### config.mk
export PLATFORM = sky130hd
export DESIGN_NAME = pixel_dispatcher_flat
export DESIGN_NICKNAME = d
export VERILOG_FILES = /design/src/rtl/ray_pkg.sv /design/src/rtl/pixel_dispatcher_if.sv /design/src/rtl/pixel_coord_counter.sv /design/src/rtl/pixel_dispatcher.sv /design/src/flat_wrapper.sv
export SDC_FILE = /design/constraint.sdc
export NUM_CORES = 1
export LEC_CHECK = 0
export ABC_AREA = 1
export CAP_MARGIN = 20
export CORE_MARGIN = 3
export CORE_UTILIZATION = 30
export CTS_CLUSTER_SIZE = 28
export DETAILED_ROUTE_END_ITERATION = 8
export GPL_ROUTABILITY_DRIVEN = 0
export SETUP_SLACK_MARGIN = 0.02
export SLEW_MARGIN = 25
export SYNTH_ARGS = -nofsm -noshare
export SYNTH_HDL_FRONTEND = slang
export SYNTH_SLANG_ARGS = --single-unit
### constraint.sdc
create_clock -name aclk -period 5.6 [get_ports aclk]
set_input_delay 0.84 -clock aclk [delete_from_list [all_inputs] [get_ports aclk]]
set_output_delay 0.84 -clock aclk [all_outputs]
set_load 0.02 [all_outputs]
### src/rtl/ray_pkg.sv
// Shared types and defaults for the ray-tracing pixel dispatch path.
// Holds the dispatcher FSM encoding and the active-core clamp.
package ray_pkg;

  localparam int DEF_X_W       = 11;
  localparam int DEF_Y_W       = 10;
  localparam int DEF_MAX_CORES = 4;

  typedef enum logic [1:0] {
    IDLE,
    DISPATCH,
    DRAIN,
    DONE
  } dispatch_state_t;

  // Requested core count is extra+1, clamped to the number of physical slots.
  function automatic int active_cores(input int extra, input int max_cores);
    return (extra >= max_cores - 1) ? max_cores : extra + 1;
  endfunction

endpackage

### src/rtl/pixel_dispatcher_if.sv
// Job offer bus between the pixel dispatcher and the ray-tracing cores.
// One-hot valid per core, shared coordinate bus, per-core ready.
interface pixel_dispatcher_if
  import ray_pkg::*;
#(
  parameter int X_W       = DEF_X_W,
  parameter int Y_W       = DEF_Y_W,
  parameter int MAX_CORES = DEF_MAX_CORES
);

  logic [MAX_CORES-1:0] job_valid;
  logic [X_W-1:0]       job_x;
  logic [Y_W-1:0]       job_y;
  logic [MAX_CORES-1:0] core_ready;

  modport master (
    output job_valid,
    output job_x,
    output job_y,
    input  core_ready
  );

  modport slave (
    input  job_valid,
    input  job_x,
    input  job_y,
    output core_ready
  );

endinterface

### src/rtl/pixel_coord_counter.sv
// Raster-order x/y counter: x runs 0..width-1, then wraps and bumps y.
// last flags the final pixel of the frame at the current position.
module pixel_coord_counter #(
  parameter int X_W = 11,
  parameter int Y_W = 10
) (
  input  logic           aclk,
  input  logic           areset,
  input  logic           clear,
  input  logic           advance,
  input  logic [X_W-1:0] width,
  input  logic [Y_W-1:0] height,
  output logic [X_W-1:0] x,
  output logic [Y_W-1:0] y,
  output logic           last
);

  logic x_end;
  logic y_end;

  assign x_end = (x == width - X_W'(1));
  assign y_end = (y == height - Y_W'(1));
  assign last  = x_end && y_end;

  always_ff @(posedge aclk) begin
    if (areset || clear) begin
      x <= '0;
      y <= '0;
    end else if (advance) begin
      if (x_end) begin
        x <= '0;
        y <= y_end ? '0 : y + Y_W'(1);
      end else begin
        x <= x + X_W'(1);
      end
    end
  end

endmodule

### src/rtl/pixel_dispatcher.sv
// Hands out frame pixels in raster order to N cores round-robin, keeping
// at most N jobs outstanding, and pulses frame_done once all are written.
module pixel_dispatcher
  import ray_pkg::*;
#(
  parameter int X_W       = DEF_X_W,
  parameter int Y_W       = DEF_Y_W,
  parameter int MAX_CORES = DEF_MAX_CORES
) (
  input  logic               aclk,
  input  logic               areset,
  input  logic               start,
  input  logic [X_W-1:0]     frame_width,
  input  logic [Y_W-1:0]     frame_height,
  input  logic [2:0]         no_of_extra_cores,
  input  logic               pixel_written,
  output logic               busy,
  output logic               frame_done,
  pixel_dispatcher_if.master jobs
);

  localparam int IDX_W = $clog2(MAX_CORES);
  localparam int OUT_W = $clog2(MAX_CORES) + 1;

  dispatch_state_t      state;
  dispatch_state_t      state_nxt;
  logic [OUT_W-1:0]     outstanding;
  logic [OUT_W-1:0]     out_nxt;
  logic [OUT_W-1:0]     n_cores;
  logic [IDX_W-1:0]     core_idx;
  logic [IDX_W-1:0]     idx_nxt;
  logic [MAX_CORES-1:0] valid_nxt;
  logic [X_W-1:0]       width_q;
  logic [Y_W-1:0]       height_q;
  logic                 accept;
  logic                 transfer;
  logic                 written;
  logic                 pix_last;

  assign accept   = (state == IDLE) && start;
  assign transfer = |(jobs.job_valid & jobs.core_ready);
  // A write with nothing in flight is stale and must not underflow the count.
  assign written  = pixel_written && (outstanding != '0);
  assign out_nxt  = outstanding + OUT_W'(transfer) - OUT_W'(written);
  assign busy     = (state == DISPATCH) || (state == DRAIN);

  pixel_coord_counter #(
    .X_W (X_W),
    .Y_W (Y_W)
  ) u_coord (
    .aclk    (aclk),
    .areset  (areset),
    .clear   (accept),
    .advance (transfer),
    .width   (width_q),
    .height  (height_q),
    .x       (jobs.job_x),
    .y       (jobs.job_y),
    .last    (pix_last)
  );

  always_comb begin
    state_nxt = state;
    idx_nxt   = core_idx;
    valid_nxt = '0;
    if (transfer) begin
      idx_nxt = (core_idx == IDX_W'(n_cores - OUT_W'(1))) ? '0 : core_idx + IDX_W'(1);
    end
    case (state)
      IDLE: begin
        if (start) begin
          state_nxt = ((frame_width == '0) || (frame_height == '0)) ? DONE : DISPATCH;
          idx_nxt   = '0;
        end
      end
      DISPATCH: if (transfer && pix_last) state_nxt = DRAIN;
      DRAIN:    if (out_nxt == '0) state_nxt = DONE;
      DONE:     state_nxt = IDLE;
      default:  state_nxt = IDLE;
    endcase
    // n_cores is not yet loaded on the start cycle, but nothing is in flight then.
    if ((state_nxt == DISPATCH) && ((state == IDLE) || (out_nxt < n_cores))) begin
      valid_nxt = MAX_CORES'(1) << idx_nxt;
    end
  end

  always_ff @(posedge aclk) begin
    if (areset) begin
      state          <= IDLE;
      outstanding    <= '0;
      core_idx       <= '0;
      jobs.job_valid <= '0;
      frame_done     <= 1'b0;
    end else begin
      state          <= state_nxt;
      outstanding    <= out_nxt;
      core_idx       <= idx_nxt;
      jobs.job_valid <= valid_nxt;
      frame_done     <= (state == DONE);
    end
  end

  always_ff @(posedge aclk) begin
    if (accept) begin
      width_q  <= frame_width;
      height_q <= frame_height;
      n_cores  <= OUT_W'(active_cores(int'(no_of_extra_cores), MAX_CORES));
    end
  end

endmodule

### src/flat_wrapper.sv
// flat-port wrapper written by rule: the top's interface ports become plain ports
module pixel_dispatcher_flat import ray_pkg::*;
#(
  parameter int X_W       = DEF_X_W,
  parameter int Y_W       = DEF_Y_W,
  parameter int MAX_CORES = DEF_MAX_CORES
)
  (aclk, areset, start, frame_width, frame_height, no_of_extra_cores, pixel_written, busy, frame_done, jobs_job_valid, jobs_job_x, jobs_job_y, jobs_core_ready);
  pixel_dispatcher_if #(.X_W(X_W), .Y_W(Y_W), .MAX_CORES(MAX_CORES)) jobs_i ();
  input  logic aclk;
  input  logic areset;
  input  logic start;
  input  logic [X_W-1:0] frame_width;
  input  logic [Y_W-1:0] frame_height;
  input  logic [2:0] no_of_extra_cores;
  input  logic pixel_written;
  output logic busy;
  output logic frame_done;
  output wire logic [$bits(jobs_i.job_valid)-1:0] jobs_job_valid;
  output wire logic [$bits(jobs_i.job_x)-1:0] jobs_job_x;
  output wire logic [$bits(jobs_i.job_y)-1:0] jobs_job_y;
  input wire logic [$bits(jobs_i.core_ready)-1:0] jobs_core_ready;
  assign jobs_job_valid = jobs_i.job_valid;
  assign jobs_job_x = jobs_i.job_x;
  assign jobs_job_y = jobs_i.job_y;
  assign jobs_i.core_ready = jobs_core_ready;
  pixel_dispatcher #(.X_W(X_W), .Y_W(Y_W), .MAX_CORES(MAX_CORES)) u_core (.aclk(aclk), .areset(areset), .start(start), .frame_width(frame_width), .frame_height(frame_height), .no_of_extra_cores(no_of_extra_cores), .pixel_written(pixel_written), .busy(busy), .frame_done(frame_done), .jobs(jobs_i));
endmodule
==> metrics <==
Starting Density=0.313; area share of fa/ha/maj cells after synthesis=0.0600; die extent in y=113 microns; number of setup buffers added after CTS=0; Cell Area, Placed=4210 sq um; TritonCTS Buffers=9; Post-DRT Antenna Nets=0; worst reg2reg setup slack=2.62 ns; Max IR drop VDD=0.000222 V; synthesis-stage register bit count=57; met1 WL=3.61 mm; total power=0.00143 W; ANT cells=0; Buf+Inv Stages, Crit Path=5; Max clock buf depth=2; CP max stage cell=clkdlybuf4s50_1; Design Area, Final=4530 sq um; DP HPWL=6.42 mm; Worst-path clk slew=0.05 ns; Synth area leader=edfxtp_1; TritonCTS Sinks=57; count of pins over their slew limit=0; Area Overhead vs Synth=30.9%; Hold Buf Count CTS=0; Setup Skew=0.00629 ns; Synth Warn #=0; CTS H-tree depth=3; port bufs=58; startpoint types=input pin; sequential share of the synthesized area=0.399; RSZ-0062 raised after global routing=no; max frequency=279 MHz; Post-synth EDFFs=24; Synth Flop Type=dfxtp_1; vias in the first global route=2930; commonest non-fill, non-tap cell in the layout=nand2_1; nets@finish=576; Resized Gates After CTS=0; Root Buffer=clkbuf_16; post-layout min period=3.59 ns; fraction of registers with async set/reset=0; CTS tree=done; DRT Pass-1 Iters=5; CP dominant cell by count=inv_1; CP delay by family, top=buffers and inverters; num rows=38; vias per cell=4.60; Final Hold Vio Count=0; Avg WL per Cell=11.9 microns; critical path cell sequence=clkdlybuf4s50_1 -> nand2_1 -> nand2_1 -> nor2_1 -> clkinv_1 -> ha_1 -> inv_1 -> fa_1 -> inv_1 -> xor2_1 -> inv_1 -> ha_1 -> a21oi_1 -> a21oi_1 -> nor2_2 -> nand4_1 -> nor2_1; Non-Filler Instances=673; initial antenna violation count=0; Fin Setup TNS=0 ns; Die X=113 microns; largest family of logic cells by synthesized area=simple AND/OR/NAND/NOR gates; pin count of the biggest net entering global routing=26; Placeable Area=11100 sq um; Slew @ Worst Pin=0.946 ns; final wirelength=8.00 mm; power density over the cells=315 nW/um^2; Top Layer Used=met4; Hold Crit Class=register to register; vias=3099; Post-Synth XOR/XNOR Area=0.0708; largest cells by area after synthesis=edfxtp_1 21%, dfxtp_1 19%, nand2_1 12%; most frequent cells in the layout=107 x nand2_1, 69 x inv_1, 66 x nor2_1; Yosys top cell area share=0.208; P_leak=1.97 nW; CP max FO=8; number of I/O pins=59; fin crit share=0.641; clock latency on the worst-skew pair=0.32 ns; MaxCap Viol Count=0; die area=12900 sq um; mapped cell area=3460 sq um; first-pass GRT wire length=13.7 mm; remaining global-route overflow=0; Tot GR Track Use=0.132; worst endpoint required time=5.86 ns; post-synthesis compound-gate area fraction=0.0509; critical path arrival=3.85 ns; First DRT Iteration DRCs=157; post-synth cell types=38; cell count after synthesis=462; met2 routed WL=3.93 mm; Worst Path Class, Setup=input pin to register; layout cell share with drive strength beyond 1=0.0807; final setup fails=0; Syn Nets=510; DRC errors left=0; Slew headroom=0.369; Inst Count DP=657; CP max stage delay=0.41 ns; DR WL met3=390 microns; syn_area_per_cell=7.50 sq um; status=completed; mux share of post-synthesis cell area=0; Simple-Gate Fraction of Synth Area=0.336; Setup crit end kind=register
state kept, by name (all words and copies together) (netlist names):
| signal | cells |
|---|---|
| u_core.u_coord.y | 10 |
| u_core.state | 2 |
| u_core.core_idx | 2 |
| u_core.height_q | 10 |
| u_core.outstanding | 3 |
| u_core.n_cores | 3 |
| u_core.frame_done | 1 |
| u_core.jobs.job_valid | 4 |
| u_core.width_q | 11 |
| u_core.u_coord.x | 11 |
final timing paths:
check / start / end / cells after the start
worst max-delay path: jobs_core_ready[1] / u_core.jobs.job_valid[3] / 17
worst min-delay path: u_core.u_coord.y[8] / u_core.u_coord.y[8] / 2
worst max register to register: u_core.jobs.job_valid[1] / u_core.jobs.job_valid[3] / 16
worst min register to register: u_core.u_coord.y[8] / u_core.u_coord.y[8] / 2
per-layer routing:
layer | track usage | vias to the layer above
met3 | 0.0218 | 5
met2 | 0.220 | 64
met5 | 0 | -
met1 | 0.170 | 1419
li1 | - | 1611
met4 | 0.0585 | 0
metrics by stage:
| stage | hold slack (ns) | util | worst slack (ns) |
|---|---|---|---|
| floorplan | 0.576 | - | 2.58 |
| global placement | 0.515 | 0.380 | 1.89 |
| detailed placement | 0.517 | 0.380 | 1.68 |
| CTS | 0.530 | 0.409 | 2.01 |
| global route | 0.559 | 0.409 | 1.61 |
| finish | 0.527 | 0.409 | 2.01 |
area by class of cell:
cell class	count	area [sq um]
clock buffer	12	278
sequential	57	1380
timing repair buffer	58	581
tap	140	175
clock inverter	4	47.5
inverter	74	278
multi-input combinational	328	1790
fill	1119	6550
report_power, final:
group / switching (W) / leakage [nW] / total, W / internal [W]
Combinational: 0.000197 / 1.31 / 0.000333 / 0.000137
Clock: 0.000190 / 0.160 / 0.000584 / 0.000394
Sequential: 0.0000321 / 0.495 / 0.000509 / 0.000477
worst reg2reg max path: cells and delay by family, from the launching register on:
kind / cells / cell delay, ns
AO/OA/AOI/OAI: 2 / 0.24
XOR/XNOR: 1 / 0.25
AND/OR/NAND/NOR: 6 / 0.83
buffers and inverters: 4 / 0.55
adder cells (fa/ha/maj): 3 / 0.73
flip-flops: 1 / 0.31
kinds of logic (layout without fill, tap and decap cells):
group | count (synthesis) | count (layout)
simple gates | 253 | 253
flops | 57 | 57
compound gates | 31 | 31
xor+xnor | 28 | 28
buf+inv | 77 | 148
fa+ha+maj | 16 | 16
cells in the mapped netlist (4+ instances only):
master    number
a21oi_1       17
dfxtp_1       33
edfxtp_1      24
ha_1          15
inv_1         69
inv_2          4
nand2_1      107
nand2_2        6
nand3_1       28
nand4_1        9
nor2_1        66
nor2_2         6
nor2_4         4
nor3_1         7
nor4_1         6
o21ai_0        5
xnor2_1       11
xor2_1        17
No activity file was read; power rests on OpenSTA's default activity.
